===== src/rtl/vector_cmd_sequencer_pkg.sv =====
// rtl/vector_cmd_sequencer_pkg.sv - shared types and helpers for the vector command sequencer
package vec_seq_pkg;

  typedef enum logic [2:0] {
    S_IDLE,
    S_WRITE,
    S_COMPUTE,
    S_LOAD,
    S_SEND,
    S_WAIT_TX
  } state_t;

  localparam int CMD_WRA  = 0;
  localparam int CMD_WRB  = 1;
  localparam int CMD_SUM  = 2;
  localparam int CMD_AVG  = 3;
  localparam int CMD_EUC  = 4;
  localparam int CMD_MAN  = 5;
  localparam int CMD_DOT  = 6;
  localparam int CMD_RSVD = 7;

  function automatic int unsigned tx_bytes(input int unsigned result_w);
    return (result_w + 32'd7) / 32'd8;
  endfunction

  // Vector ops stream the whole result register; reductions produce one word.
  function automatic int unsigned op_word_count(input logic [7:0] cmd, input int unsigned ninputs);
    return (cmd[CMD_SUM] || cmd[CMD_AVG]) ? ninputs : 32'd1;
  endfunction

  function automatic logic cmd_is_valid(input logic [7:0] cmd);
    logic [6:0] ops;
    ops = cmd[6:0];
    return !cmd[CMD_RSVD] && (ops != 7'd0) && ((ops & (ops - 7'd1)) == 7'd0);
  endfunction

endpackage


===== src/rtl/vector_cmd_sequencer_if.sv =====
// rtl/vector_cmd_sequencer_if.sv - host, core, BRAM and UART TX signals of the sequencer
interface vector_cmd_sequencer_if #(
  parameter int RESULT_W = 32
) ();
  logic                command_ready;
  logic [7:0]          command;
  logic                write_done;
  logic                tx_sent;
  logic [RESULT_W-1:0] result_word;
  logic                begin_write;
  logic                write_sel;
  logic [4:0]          enables;
  logic                read_mem_sel;
  logic                load_mem;
  logic                shift_mem;
  logic                begin_transmission;
  logic [7:0]          tx_data;
  logic                busy;
  logic                cmd_error;

  modport master (
    input  command_ready, command, write_done, tx_sent, result_word,
    output begin_write, write_sel, enables, read_mem_sel, load_mem, shift_mem,
           begin_transmission, tx_data, busy, cmd_error
  );

  modport slave (
    output command_ready, command, write_done, tx_sent, result_word,
    input  begin_write, write_sel, enables, read_mem_sel, load_mem, shift_mem,
           begin_transmission, tx_data, busy, cmd_error
  );
endinterface


===== src/rtl/vector_cmd_sequencer_word_byte_serializer.sv =====
// rtl/vector_cmd_sequencer_word_byte_serializer.sv - MSB-first byte slicing of a result word
module word_byte_serializer
  import vec_seq_pkg::*;
#(
  parameter int RESULT_W = 32
) (
  input  logic                clk,
  input  logic                reset,
  input  logic                i_start,
  input  logic                i_capture,
  input  logic                i_advance,
  input  logic [RESULT_W-1:0] i_word,
  output logic [7:0]          o_tx_data,
  output logic                o_last
);
  localparam int TXB = int'(tx_bytes(RESULT_W));
  localparam int KW  = (TXB > 1) ? $clog2(TXB) : 1;

  logic [KW-1:0]      r_k;
  logic [7:0]         r_tx_data;
  logic [TXB*8-1:0]   w_padded;
  logic [KW-1:0]      w_sel;
  logic [KW-1:0]      w_idx;
  logic [7:0]         w_byte;

  assign w_padded = (TXB*8)'(i_word);
  // An advance loads the byte that the incremented index will point at.
  assign w_sel    = i_advance ? (r_k + 1'b1) : r_k;
  assign w_idx    = KW'(TXB - 1) - w_sel;
  assign o_last   = (r_k == KW'(TXB - 1));

  always_comb begin
    w_byte = 8'h00;
    for (int i = 0; i < TXB; i++) begin
      if (w_idx == KW'(i)) w_byte = w_padded[8*i +: 8];
    end
  end

  always_ff @(posedge clk) begin
    if (reset) begin
      r_k       <= '0;
      r_tx_data <= 8'h00;
    end else begin
      if (i_start)        r_k <= '0;
      else if (i_advance) r_k <= r_k + 1'b1;
      if (i_capture || i_advance) r_tx_data <= w_byte;
    end
  end

  assign o_tx_data = r_tx_data;
endmodule


===== src/rtl/vector_cmd_sequencer.sv =====
// rtl/vector_cmd_sequencer.sv - command decode FSM driving core, BRAM load and UART TX
// Optional handshake watchdog enabled by defining TX_TIMEOUT_EN.
module vector_cmd_sequencer
  import vec_seq_pkg::*;
#(
  parameter int NINPUTS        = 8,
  parameter int RESULT_W       = 32,
  parameter int CORE_LATENCY   = 3,
  parameter int TIMEOUT_CYCLES = 1024
) (
  input logic                    clk,
  input logic                    reset,
  vector_cmd_sequencer_if.master bus
);
  localparam int WW = $clog2(NINPUTS + 1);
  localparam int LW = $clog2(CORE_LATENCY + 1);

  state_t        r_state;
  logic          r_begin_write, r_write_sel, r_read_mem_sel;
  logic          r_load_mem, r_shift_mem, r_begin_tx, r_cmd_error;
  logic [4:0]    r_enables;
  logic [LW-1:0] r_lat_cnt;
  logic [WW-1:0] r_word, r_count;
  logic          w_last_byte, w_ser_start, w_ser_capture, w_ser_advance;
  logic          w_wdog_expired;
  logic [7:0]    w_tx_data;

`ifdef TX_TIMEOUT_EN
  localparam int DW = $clog2(TIMEOUT_CYCLES + 1);
  logic [DW-1:0] r_wdog;

  // Any pass through another state restarts the count, so each entry begins at zero.
  always_ff @(posedge clk) begin
    if (reset) r_wdog <= '0;
    else if (r_state == S_WRITE || r_state == S_WAIT_TX) r_wdog <= r_wdog + 1'b1;
    else r_wdog <= '0;
  end
  assign w_wdog_expired = (r_wdog == DW'(TIMEOUT_CYCLES - 1));
`else
  assign w_wdog_expired = 1'b0;
`endif

  assign w_ser_start   = (r_state == S_COMPUTE) ||
                         (r_state == S_WAIT_TX && bus.tx_sent && w_last_byte);
  assign w_ser_advance = (r_state == S_WAIT_TX) && bus.tx_sent && !w_last_byte;
  // After a shift the SEND state idles one cycle so the core can present the next word.
  assign w_ser_capture = (r_state == S_LOAD) ||
                         (r_state == S_SEND && !r_begin_tx && !r_shift_mem);

  word_byte_serializer #(.RESULT_W(RESULT_W)) u_ser (
    .clk       (clk),
    .reset     (reset),
    .i_start   (w_ser_start),
    .i_capture (w_ser_capture),
    .i_advance (w_ser_advance),
    .i_word    (bus.result_word),
    .o_tx_data (w_tx_data),
    .o_last    (w_last_byte)
  );

  always_ff @(posedge clk) begin
    if (reset) begin
      r_state        <= S_IDLE;
      r_begin_write  <= 1'b0;
      r_write_sel    <= 1'b0;
      r_enables      <= 5'd0;
      r_read_mem_sel <= 1'b0;
      r_load_mem     <= 1'b0;
      r_shift_mem    <= 1'b0;
      r_begin_tx     <= 1'b0;
      r_cmd_error    <= 1'b0;
      r_lat_cnt      <= '0;
      r_word         <= '0;
      r_count        <= '0;
    end else begin
      r_begin_write <= 1'b0;
      r_load_mem    <= 1'b0;
      r_shift_mem   <= 1'b0;
      r_begin_tx    <= 1'b0;
      r_cmd_error   <= 1'b0;
      case (r_state)
        S_IDLE: if (bus.command_ready) begin
          if (!cmd_is_valid(bus.command)) begin
            r_cmd_error <= 1'b1;
          end else if (bus.command[CMD_WRA] || bus.command[CMD_WRB]) begin
            r_state       <= S_WRITE;
            r_begin_write <= 1'b1;
            r_write_sel   <= bus.command[CMD_WRB];
          end else begin
            r_state        <= S_COMPUTE;
            r_enables      <= bus.command[CMD_DOT:CMD_SUM];
            r_read_mem_sel <= bus.command[CMD_EUC] | bus.command[CMD_MAN] | bus.command[CMD_DOT];
            r_count        <= WW'(op_word_count(bus.command, NINPUTS));
            r_lat_cnt      <= '0;
          end
        end
        S_WRITE: if (bus.write_done || w_wdog_expired) begin
          r_state     <= S_IDLE;
          r_write_sel <= 1'b0;
          r_cmd_error <= !bus.write_done;
        end
        S_COMPUTE: if (r_lat_cnt == LW'(CORE_LATENCY - 1)) begin
          r_state    <= S_LOAD;
          r_enables  <= 5'd0;
          r_load_mem <= 1'b1;
        end else begin
          r_lat_cnt <= r_lat_cnt + 1'b1;
        end
        S_LOAD: begin
          r_state    <= S_SEND;
          r_begin_tx <= 1'b1;
          r_word     <= '0;
        end
        S_SEND: begin
          if (r_begin_tx)        r_state    <= S_WAIT_TX;
          else if (!r_shift_mem) r_begin_tx <= 1'b1;
        end
        S_WAIT_TX: begin
          if (bus.tx_sent) begin
            if (!w_last_byte) begin
              r_state    <= S_SEND;
              r_begin_tx <= 1'b1;
            end else if (r_word != r_count - 1'b1) begin
              r_state     <= S_SEND;
              r_shift_mem <= 1'b1;
              r_word      <= r_word + 1'b1;
            end else begin
              r_state        <= S_IDLE;
              r_read_mem_sel <= 1'b0;
            end
          end else if (w_wdog_expired) begin
            r_state        <= S_IDLE;
            r_read_mem_sel <= 1'b0;
            r_cmd_error    <= 1'b1;
          end
        end
        default: r_state <= S_IDLE;
      endcase
    end
  end

  assign bus.begin_write        = r_begin_write;
  assign bus.write_sel          = r_write_sel;
  assign bus.enables            = r_enables;
  assign bus.read_mem_sel       = r_read_mem_sel;
  assign bus.load_mem           = r_load_mem;
  assign bus.shift_mem          = r_shift_mem;
  assign bus.begin_transmission = r_begin_tx;
  assign bus.tx_data            = w_tx_data;
  assign bus.busy               = (r_state != S_IDLE);
  assign bus.cmd_error          = r_cmd_error;
endmodule

===== src/flat_wrapper.sv =====
// flat-port wrapper written by rule: the top's interface ports become plain ports
module vector_cmd_sequencer_flat import vec_seq_pkg::*;
#(
  parameter int NINPUTS        = 8,
  parameter int RESULT_W       = 32,
  parameter int CORE_LATENCY   = 3,
  parameter int TIMEOUT_CYCLES = 1024
)
  (clk, reset, bus_command_ready, bus_command, bus_write_done, bus_tx_sent, bus_result_word, bus_begin_write, bus_write_sel, bus_enables, bus_read_mem_sel, bus_load_mem, bus_shift_mem, bus_begin_transmission, bus_tx_data, bus_busy, bus_cmd_error);
  vector_cmd_sequencer_if #(.RESULT_W(RESULT_W)) bus_i ();
  input logic clk;
  input logic reset;
  input wire logic [$bits(bus_i.command_ready)-1:0] bus_command_ready;
  input wire logic [$bits(bus_i.command)-1:0] bus_command;
  input wire logic [$bits(bus_i.write_done)-1:0] bus_write_done;
  input wire logic [$bits(bus_i.tx_sent)-1:0] bus_tx_sent;
  input wire logic [$bits(bus_i.result_word)-1:0] bus_result_word;
  output wire logic [$bits(bus_i.begin_write)-1:0] bus_begin_write;
  output wire logic [$bits(bus_i.write_sel)-1:0] bus_write_sel;
  output wire logic [$bits(bus_i.enables)-1:0] bus_enables;
  output wire logic [$bits(bus_i.read_mem_sel)-1:0] bus_read_mem_sel;
  output wire logic [$bits(bus_i.load_mem)-1:0] bus_load_mem;
  output wire logic [$bits(bus_i.shift_mem)-1:0] bus_shift_mem;
  output wire logic [$bits(bus_i.begin_transmission)-1:0] bus_begin_transmission;
  output wire logic [$bits(bus_i.tx_data)-1:0] bus_tx_data;
  output wire logic [$bits(bus_i.busy)-1:0] bus_busy;
  output wire logic [$bits(bus_i.cmd_error)-1:0] bus_cmd_error;
  assign bus_i.command_ready = bus_command_ready;
  assign bus_i.command = bus_command;
  assign bus_i.write_done = bus_write_done;
  assign bus_i.tx_sent = bus_tx_sent;
  assign bus_i.result_word = bus_result_word;
  assign bus_begin_write = bus_i.begin_write;
  assign bus_write_sel = bus_i.write_sel;
  assign bus_enables = bus_i.enables;
  assign bus_read_mem_sel = bus_i.read_mem_sel;
  assign bus_load_mem = bus_i.load_mem;
  assign bus_shift_mem = bus_i.shift_mem;
  assign bus_begin_transmission = bus_i.begin_transmission;
  assign bus_tx_data = bus_i.tx_data;
  assign bus_busy = bus_i.busy;
  assign bus_cmd_error = bus_i.cmd_error;
  vector_cmd_sequencer #(.NINPUTS(NINPUTS), .RESULT_W(RESULT_W), .CORE_LATENCY(CORE_LATENCY), .TIMEOUT_CYCLES(TIMEOUT_CYCLES)) u_core (.clk(clk), .reset(reset), .bus(bus_i));
endmodule

===== config.mk =====
export PLATFORM = sky130hd
export DESIGN_NAME = vector_cmd_sequencer_flat
export DESIGN_NICKNAME = d
export VERILOG_FILES = /design/src/rtl/vector_cmd_sequencer_pkg.sv /design/src/rtl/vector_cmd_sequencer_if.sv /design/src/rtl/vector_cmd_sequencer_word_byte_serializer.sv /design/src/rtl/vector_cmd_sequencer.sv /design/src/flat_wrapper.sv
export SDC_FILE = /design/constraint.sdc
export NUM_CORES = 1
export LEC_CHECK = 0
export ABC_AREA = 1
export CORE_MARGIN = 5
export CORE_UTILIZATION = 33
export CTS_CLUSTER_DIAMETER = 120
export DETAILED_ROUTE_END_ITERATION = 8
export SYNTH_ARGS = -nofsm -noshare
export SYNTH_HDL_FRONTEND = slang
export SYNTH_HIERARCHICAL = 1
export SYNTH_SLANG_ARGS = --single-unit
export TNS_END_PERCENT = 5

===== constraint.sdc =====
create_clock -name clk -period 2.35 [get_ports clk]
set_input_delay 0.47 -clock clk [delete_from_list [all_inputs] [get_ports clk]]
set_output_delay 0.47 -clock clk [all_outputs]
set_load 0.05 [all_outputs]

==> summary.txt, run 1 <==
Setup path
  – Terminus of the critical flop-to-flop path: u_core/u_ser/o_tx_data[4]
  – Buf+Inv Stages, Crit Path: 1
  – CP Data Arrival Time: 1.77 ns
  – CP peak stage delay: 0.81 ns
  – R2R Path Start: u_core/r_state[2]
  – CP required: 1.88 ns
  – Flop-to-flop setup slack: 0.35 ns
  – Crit Path Class: flip-flop to primary output
  – Delay-heaviest family, CP: buffers and inverters
  – Worst setup SP type: flip-flop
  – Worst-path cell chain: nor2_2 -> nand2_4 -> clkdlybuf4s50_1
  – CP max-delay cell: clkdlybuf4s50_1
  – Crit end category: primary output
  – Worst-case reg-to-reg path depth: 12
  – CP max FO: 6
  – Critical Path Source: u_core/r_state[2]

Detailed routing
  – Iteration-0 DRC Markers: 95
  – ANT nets after route: 0
  – Overall routed net length: 5480 µm
  – Avg WL per Cell: 11.8 µm
  – 1st-pass router iterations: 4
  – Routed vias: 2199
  – DRC Markers: 0
  – Vias per cell: 4.74

Global routing
  – Grt ovf: 0
  – Number of global-route vias before repair: 2037
  – First-pass GRT wire length: 9050 µm
  – Initial antenna violation count: 0
  – Total GRT Usage: 14.5%
  – Largest net degree at the start of global routing: 20

Synthesis
  – Fraction of the yosys area taken by sequential cells: 32.5%
  – Post-synthesis net count: 366
  – Synthesized area: 2030 µm²
  – Ys Warns: 6
  – Seq cells post-synth: 33
  – Count of different cell masters after synthesis: 31
  – Syn_area_per_cell: 6.39 µm²
  – Cells after synthesis: 318

Die
  – Die Wd: 88.4 µm
  – Core area: 5960 µm²
  – # IOs: 66
  – Std cell rows: 28
  – Die ar.: 7820 µm²
  – DIE HEIGHT: 88.4 µm
  – Starting Density: 34.1%

Hold path
  – Worst Min Path Start: u_core/bus.read_mem_sel
  – WHS Path Cells: 2
  – Worst Hold Endpoint: u_core/bus.read_mem_sel
  – HP Class: flip-flop to flip-flop

Final layout
  – Final #Nets: 436
  – Multi-input logic area: 1160 µm²
  – FILL cells: 640
  – ANT cells: 0
  – Most common cell after layout, fill and taps aside: nand2_1
  – Sequential standard cell area: 661 µm²
  – Commonest cells after routing, fill and taps aside: nand2_1, clkdlybuf4s50_1, nand3_1
  – Share of cells above drive strength 1: 9.25%
  – Layout Cells excl Fill: 464
  – Layout area overhead: 41.5%

Placement
  – DP Worst Slack: 0.0710 ns
  – HPWL after DPL: 4170 µm
  – Port Buffers: 65
  – DP Cell Count: 456
  – Gpl congestion: 0.842

STA
  – Setup TNS: 0 ns
  – Worst Tran Pin Value: 0.508 ns
  – Unrepaired setup endpoints after global routing: false
  – Skew final: 0.00529 ns
  – Max-slew violations: 0
  – FMAX: 446 MHz
  – Final Critical Period: 2.24 ns
  – Post-route worst setup slack: 0.106 ns
  – Final Hold Viols: 0
  – Slew headroom: 66.1%
  – Final period util: 95.5%
  – Final-report setup violation count: 0

Clock network
  – Sink Count: 33
  – Clock Latency Late Sink: 0.28 ns
  – Htree depth: 2
  – CTS root buffer: clkbuf_8
  – Num CTS Buffers: 5
  – CTS tree: built
  – # hold bufs at CTS: 0
  – Post-CTS setup repair buffer count: 0
  – Clk slew on worst S/H paths: 0.07 ns
  – Clock Tree Buf Depth: 2
  – Post-cts sizing count: 0

Power and ir drop
  – P per Cell Area: 790 nW/µm²
  – Max VDD drop: 476 µV
  – LEAKAGE: 1.22 nW

Run status
  – Run status: complete, no violations

Job
  – Max-cap violations: 0
[how the worst max path moves through the flow]
stage | depth (start not counted) | end
2_1_floorplan | 12 | u_core/u_ser/o_tx_data[1]
3_3_place_gp | 11 | u_core/u_ser/o_tx_data[4]
3_5_place_dp | 11 | u_core/u_ser/o_tx_data[4]
4_1_cts | 3 | bus_busy
5_1_grt | 3 | bus_busy
6_report | 3 | bus_busy
[kinds of logic (layout without fill, tap and decap cells)]
group	Yosys count	in the layout	synth area share, %
AOI/OAI and AO/OA	25	25	6.41
xor gates and xnor gates	2	2	0.863
adders and majority gates	3	3	1.85
and+or+nand+nor	207	207	47.8
buffers and inverters	48	119	10.5
DFF	33	33	32.5
[layer usage]
layer	vias up	wire length, µm	GRT usage [%]
met5	-	0	0
met4	0	58	3.30
met3	5	543	4.28
met2	72	2330	23.3
met1	951	2560	19.1
li1	1171	-	-
[worst reg2reg max path, cell delays in order, from the launching register on]
cell	delay [ns]
dfxtp_1	0.48
nand2_1	0.13
nor2_2	0.13
inv_2	0.06
nor3_1	0.13
buf_4	0.17
inv_2	0.05
nand2_1	0.05
nand2_1	0.25
nand3_1	0.19
nand3_1	0.11
nor2_1	0.10
nor2_1	0.05
[cells in the mapped netlist]
cell type	count	area [µm²]
clkbuf_4	1	7.51
nor4_1	1	6.26
nand4_1	9	56.3
nand2_4	4	45.0
o21bai_1	1	7.51
or2_2	1	6.26
nand3_1	52	260
inv_1	34	128
buf_4	4	30.0
o21a_1	1	7.51
nand2_2	4	25.0
buf_6	2	22.5
o21ai_0	10	50.1
o21ai_1	2	10.0
nand3b_1	2	15.0
or2_0	1	6.26
nor2_1	41	154
nand3_2	1	10.0
nor2_2	7	43.8
nor3_1	7	35.0
a21oi_1	11	55.1
dfxtp_1	33	661
clkinv_1	1	3.75
or2_1	1	6.26
clkbuf_1	1	3.75
inv_2	5	18.8
ha_1	3	37.5
xor2_1	2	17.5
nand2_1	74	278
nor3b_1	1	7.51
nor3_4	1	16.3
[area by class of cell]
cell class | instances | area share, %
multi-input cells | 237 | 40.2
clock inverters | 1 | 1.05
inverters | 40 | 5.23
clock buffers | 7 | 3.01
well taps | 75 | 3.27
repair buffers | 71 | 24.2
flip-flops and latches | 33 | 23.0
[state kept, by name, indices dropped and copies added, names as in the netlist, 2 cells and up]
| name | flops |
|---|---|
| u_core/u_ser/o_tx_data | 8 |
| u_core/u_ser/r_k | 2 |
| u_core/r_word | 4 |
| u_core/r_lat_cnt | 2 |
| u_core/r_count | 2 |
| u_core/r_state | 3 |
| u_core/bus.enables | 5 |
[metrics by stage]
| step | hold WS, ns | area, µm² | utilization (%) | power, mW |
|---|---|---|---|---|
| after detailed placement | 0.458 | 2760 | 46.3 | 1.73 |
| after CTS | 0.466 | 2870 | 48.2 | 2.30 |
| final | 0.460 | 2870 | 48.2 | 2.27 |
| after global routing | 0.499 | 2870 | 48.2 | 2.43 |
| after floorplan | 0.444 | 2030 | - | 1.43 |
| after global placement | 0.451 | 2760 | 46.3 | 1.72 |
[power breakdown]
| group | switching, mW | internal [mW] | total [mW] |
|---|---|---|---|
| logic | 0.668 | 0.359 | 1.03 |
| registers | 0.0518 | 0.637 | 0.688 |
| clock network | 0.208 | 0.346 | 0.553 |
Note: power is estimated with default switching activity, not from simulation.
==> run 2: changes to the inputs <==
--- a/config.mk
+++ b/config.mk
@@ -8,2 +8,3 @@
 export ABC_AREA = 1
+export ABC_CLOCK_PERIOD_IN_PS = 2350
 export CORE_MARGIN = 5
@@ -12,2 +13,3 @@
 export DETAILED_ROUTE_END_ITERATION = 8
+export REMOVE_ABC_BUFFERS = 1
 export SYNTH_ARGS = -nofsm -noshare
==> constraint.sdc (replaced) <==
create_clock -name clk -period 2.35 [get_ports clk]
set_input_delay 0.5875 -clock clk [delete_from_list [all_inputs] [get_ports clk]]
set_output_delay 0.5875 -clock clk [all_outputs]
set_load 0.05 [all_outputs]
==> run 2 against run 1 <==
  * Setup slack improved by 0.16 ns
  * Die area did not move
  * Sequential share of layout area barely moved
  * Worst hold slack improved by 0.0059 ns
  * Critical path type is now input port to flip-flop
  * Largest power group unchanged
==> summary.txt, run 2 (synthesis results as in run 1) <==
Clock network
  – Post-cts sizing count: 0 (unchanged)
  – Clock Latency Late Sink: 0.28 ns (about the same)
  – Clock Tree Buf Depth: 2 (unchanged)
  – CTS root buffer: clkbuf_8
  – CTS tree: built
  – Htree depth: 2 (unchanged)
  – Num CTS Buffers: 5 (unchanged)
  – Clk slew on worst S/H paths: 0.06 ns (about the same)
  – # hold bufs at CTS: 0 (unchanged)
  – Sink Count: 33 (unchanged)
  – Post-CTS setup repair buffer count: 0 (unchanged)

Global routing
  – First-pass GRT wire length: 8910 µm (-1.5%)
  – Initial antenna violation count: 0 (unchanged)
  – Grt ovf: 0 (unchanged)
  – Total GRT Usage: 14.3% (-0.18 points)
  – Number of global-route vias before repair: 1975 (-3.0%)
  – Largest net degree at the start of global routing: 20 (unchanged)

Power and ir drop
  – P per Cell Area: 745 nW/µm² (-5.6%)
  – Max VDD drop: 261 µV (-45%)
  – Final Power: 2.14 mW (-5.7%)
  – LEAKAGE: 1.23 nW (+0.59%)

Final layout
  – FILL cells: 612 (-4.4%)
  – Most common cell after layout, fill and taps aside: nand2_1
  – ANT cells: 0 (unchanged)
  – Commonest cells after routing, fill and taps aside: nand2_1, clkdlybuf4s50_1, nand3_1
  – Layout area overhead: 41.4% (about the same)
  – Share of cells above drive strength 1: 10.2% (+0.90 points)
  – Final #Nets: 441 (+1.1%)
  – Largest register FFs: 8 (unchanged)
  – Final Util: 48.2% (about the same)

Detailed routing
  – Vias per cell: 4.67 (-1.6%)
  – Overall routed net length: 5400 µm (-1.5%)
  – ANT nets after route: 0 (unchanged)
  – Avg WL per Cell: 11.5 µm (-2.6%)
  – Iteration-0 DRC Markers: 98 (+3.2%)
  – Routed vias: 2188 (-0.50%)
  – 1st-pass router iterations: 4 (unchanged)
  – DRC Markers: 0 (unchanged)

Placement
  – Gpl congestion: 0.837 (-0.56%)
  – HPWL after DPL: 4240 µm (+1.7%)
  – Port Buffers: 65 (unchanged)

Die
  – Std cell rows: 28 (unchanged)
  – Starting Density: 34.1% (unchanged)
  – DIE HEIGHT: 88.4 µm (unchanged)
  – Core area: 5960 µm² (unchanged)
  – Die ar.: 7820 µm² (unchanged)
  – # IOs: 66 (unchanged)
  – Die Wd: 88.4 µm (unchanged)

Hold path
  – HP Class: flip-flop to flip-flop

Setup path
  – Crit end category: flip-flop
  – CP peak stage delay: 0.49 ns (-0.32 ns)
  – Flop-to-flop setup slack: 0.36 ns (about the same)
  – CP required: 2.52 ns (+0.64 ns)
  – CP max FO: 12 (+6)
  – Worst-path cell chain: clkdlybuf4s50_1 -> inv_1 -> nor3_1 -> buf_4 -> inv_2 -> nand2_1 -> nand2_1 -> nand3_1 -> nand3_1 -> nor2_1 -> nor2_1
  – Worst setup SP type: input port
  – CP Data Arrival Time: 2.25 ns (+0.48 ns)
  – Crit Path Class: input port to flip-flop
  – CP max-delay cell: clkdlybuf4s50_1

STA
  – Slew headroom: 65.0% (-1.0 points)
  – Final Critical Period: 2.08 ns (-0.165 ns)
  – Worst Tran Pin Value: 0.523 ns (+0.0153 ns)
  – Final-report setup violation count: 0 (unchanged)
  – Setup TNS: 0 ns (unchanged)
  – WHS: 0.466 ns (+0.00591 ns)
  – Final period util: 88.5% (-7.0 points)
  – Max-slew violations: 0 (unchanged)
  – Final Hold Viols: 0 (unchanged)
  – Unrepaired setup endpoints after global routing: false
  – Skew final: 0.00523 ns (-0.0000644 ns)
  – FMAX: 481 MHz (+7.9%)

Run status
  – Run status: complete, no violations

Job
  – Max-cap violations: 0 (unchanged)
==> run 2: through the flow <==
stage / setup WS [ns] / instance area [µm²] / std cells
6_report: 0.270 / 2870 / 469
5_1_grt: 0.0854 / 2870 / 469
4_1_cts: 0.290 / 2870 / 469
3_5_place_dp: 0.00288 / 2790 / 461
3_3_place_gp: 0.0386 / 2790 / 461
2_1_floorplan: 0.314 / 1970 / 310
==> run 2: area by class of cell <==
type                            instances  area, µm²  area share, %
Timing Repair Buffer                   76        731           25.4
Tap cell                               75       93.8           3.27
Multi-Input combinational cell        237       1160           40.3
Clock buffer                            8       80.1           2.79
Sequential cell                        33        661           23.0
Inverter                               40        150           5.23
==> run 2: report_power, final <==
part	total, mW	switching [mW]	internal, mW
clock	0.406	0.195	0.210
combinational	1.04	0.673	0.371
sequential	0.690	0.0531	0.637
==> run 2: final timing paths <==
| kind | start | end | cells after the start |
|---|---|---|---|
| max | bus_tx_sent | u_core/u_ser/o_tx_data[6] | 11 |
| min reg2reg | u_core/bus.read_mem_sel | u_core/bus.read_mem_sel | 2 |
| min | u_core/bus.read_mem_sel | u_core/bus.read_mem_sel | 2 |
| max reg2reg | u_core/r_state[2] | u_core/u_ser/o_tx_data[6] | 12 |
==> run 2: per-layer routing <==
metal  vias to the layer above  share of wire [%]  wire length, µm  global-route usage (%)
li1                       1174                  -                -                       -
met1                       972                 46             2500                    18.7
met2                        38                 49             2650                    23.9
met3                         4                3.4              186                    2.51
met4                         0                1.1               61                    4.53
met5                         -                  0                0                       0
==> run 2: critical path: cells and delay by family <==
| kind | cells | cell delay (ns) |
|---|---|---|
| buffers and inverters | 4 | 0.78 |
| and+or+nand+nor | 7 | 0.87 |
==> run 3: changes to the inputs <==
Settings changed: CORE_MARGIN 5 to 3, SLEW_MARGIN from default to 20.
==> run 3 against run 2 <==
  * Cell count decreased by 1.7%
  * Critical path depth is 1 lower
  * Critical path type unchanged
  * Utilization is 1.3 points higher
  * Global-route usage increased by 1.1 points
  * Sequential power about the same
  * Power down 0.15%
  * Wire length shrank 1.6%
  * Non-clock buffer count fell by 4
  * Register-to-register slack better by 0.02 ns
  * Cell area shrank 0.96%
==> summary.txt, run 3 (synthesis results as in run 1) <==
Run status
  – Run status: complete, no violations

Clock network
  – Clock Latency Late Sink: 0.28 ns (about the same)
  – Clk slew on worst S/H paths: 0.06 ns (about the same)
  – Post-cts sizing count: 0 (unchanged)
  – Clock Tree Buf Depth: 2 (unchanged)
  – Post-CTS setup repair buffer count: 0 (unchanged)
  – Num CTS Buffers: 5 (unchanged)
  – CTS root buffer: clkbuf_8
  – # hold bufs at CTS: 0 (unchanged)
  – CTS tree: built
  – Sink Count: 33 (unchanged)
  – Htree depth: 2 (unchanged)

STA
  – Final period util: 89.4% (+0.90 points)
  – Skew final: 0.00343 ns (-0.00180 ns)
  – Slew headroom: 65.2% (+0.12 points)
  – WHS: 0.463 ns (-0.00313 ns)
  – Final Critical Period: 2.10 ns (+0.0211 ns)
  – Final-report setup violation count: 0 (unchanged)
  – Unrepaired setup endpoints after global routing: false
  – Worst Tran Pin Value: 0.521 ns (-0.00178 ns)
  – Final Hold Viols: 0 (unchanged)
  – Max-slew violations: 0 (unchanged)
  – FMAX: 476 MHz (-1.0%)

Final layout
  – Commonest cells after routing, fill and taps aside: nand2_1, clkdlybuf4s50_1, nand3_1
  – Layout Cells excl Fill: 461 (-1.7%)
  – Layout area overhead: 40.0%
  – Final Util: 49.5% (+1.3 points)
  – Largest register FFs: 8 (unchanged)
  – ANT cells: 0 (unchanged)
  – FILL cells: 604 (-1.3%)
  – Most common cell after layout, fill and taps aside: nand2_1
  – Share of cells above drive strength 1: 9.51% (-0.64 points)
  – Post-layout instance area: 2840 µm² (-0.96%)
  – Final #Nets: 437 (-0.91%)

Setup path
  – Crit end category: flip-flop
  – Worst setup SP type: input port
  – Crit Path Class: input port to flip-flop
  – CP Data Arrival Time: 2.32 ns (+0.07 ns)
  – CP max FO: 13 (+1)
  – CP required: 2.57 ns (+0.05 ns)

Power and ir drop
  – Clock group share of total power: 19.9% (+0.9 points)
  – Sw Share: 42.6% (-0.43 points)
  – LEAKAGE: 1.22 nW (-1.2%)
  – Combinational share of power: 47.8% (-1.0 points)
  – Final Power: 2.14 mW (-0.15%)
  – Int Power: 1.23 mW (+0.61%)
  – Max VDD drop: 345 µV (+32%)
  – Sw power: 0.911 mW (-1.2%)
  – P per Cell Area: 751 nW/µm² (+0.82%)
  – Sequential group share of total power: 32.3% (about the same)

Die
  – Die Wd: 84.4 µm (-4.5%)
  – Starting Density: 35.4% (+1.3 points)
  – DIE HEIGHT: 84.4 µm (-4.5%)
  – Std cell rows: 27 (-3.6%)
  – Core area: 5740 µm² (-3.6%)
  – # IOs: 66 (unchanged)
  – Die ar.: 7130 µm² (-8.8%)

Placement
  – Gpl congestion: 0.869 (+3.9%)
  – DP Area: 2760 µm² (-1.2%)
  – HPWL after DPL: 4070 µm (-3.9%)
  – DP Cell Count: 454 (-1.5%)
  – Port Buffers: 65 (unchanged)

Detailed routing
  – Avg WL per Cell: 11.5 µm (about the same)
  – 1st-pass router iterations: 5 (+1)
  – Routed vias: 2149 (-1.8%)
  – Iteration-0 DRC Markers: 83 (-15%)
  – DRC Markers: 0 (unchanged)
  – Vias per cell: 4.66 (about the same)
  – ANT nets after route: 0 (unchanged)
  – Overall routed net length: 5310 µm (-1.6%)

Global routing
  – Number of global-route vias before repair: 1974 (-0.051%)
  – Largest net degree at the start of global routing: 20 (unchanged)
  – Total GRT Usage: 15.4% (+1.1 points)
  – First-pass GRT wire length: 9060 µm (+1.6%)
  – Grt ovf: 0 (unchanged)
  – Initial antenna violation count: 0 (unchanged)

Hold path
  – HP Class: flip-flop to flip-flop

Job
  – Max-cap violations: 0 (unchanged)
## run 3: cell count changes in the layout (fill, tap and decap cells not counted)
cell | previous run | this run
clkbuf_8 | 5 | 6
clkbuf_1 | 3 | 1
buf_4 | 12 | 8
## run 3: power groups by stage
| stage | registers [mW] | clock network, mW | logic [mW] |
|---|---|---|---|
| after detailed placement | 0.702 | 0 | 1.02 |
| after global placement | 0.704 | 0 | 1.02 |
| after CTS | 0.692 | 0.441 | 1.03 |
| after global routing | 0.701 | 0.461 | 1.12 |
| final | 0.690 | 0.424 | 1.02 |
| after floorplan | 0.905 | 0 | 0.487 |
## run 3: metrics by stage
step	setup WS (ns)	TNS, ns
finish	0.249	0
global route	0.0212	0
CTS	0.277	0
detailed placement	-0.0230	-0.106
global placement	-0.0415	-0.222
floorplan	0.314	0
## run 3: area by class of cell
type / instances / area (µm²) / share of cell area [%]
Timing Repair Buffer: 72 / 701 / 24.6
Clock buffer: 7 / 86.3 / 3.04
Tap cell: 72 / 90.1 / 3.17
Sequential cell: 33 / 661 / 23.2
Inverter: 40 / 150 / 5.28
Multi-Input combinational cell: 237 / 1160 / 40.7
## run 3: critical path, stage by stage
cell and delay, ns:
clkdlybuf4s50_1 0.44, nor2_1 0.24, nand2_1 0.11, o21bai_1 0.14, nand3_1 0.15, nand2_2 0.25, nand3_1 0.18, nand2_1 0.09
nand2_1 0.05, nor2_1 0.09
## run 3: metal layers
layer,vias to the layer above,wire length (µm),share of wire [%],track usage [%]
met4,0,65,1.2,6.47
met2,32,2500,47,24.7
li1,1170,-,-,-
met5,-,0,0,0
met1,941,2560,48,20.3
met3,6,184,3.5,3.04
## run 3: final timing paths
| check | startpoint | endpoint | slack, ns | cells after the start |
|---|---|---|---|---|
| worst max register to register | u_core/r_state[2] | u_core/u_ser/o_tx_data[2] | 0.38 | 12 |
| worst min-delay path | u_core/r_lat_cnt[1] | u_core/r_lat_cnt[1] | 0.46 | 2 |
| worst min register to register | u_core/r_lat_cnt[1] | u_core/r_lat_cnt[1] | 0.46 | 2 |
| worst max-delay path | bus_command[3] | u_core/r_state[0] | 0.25 | 10 |
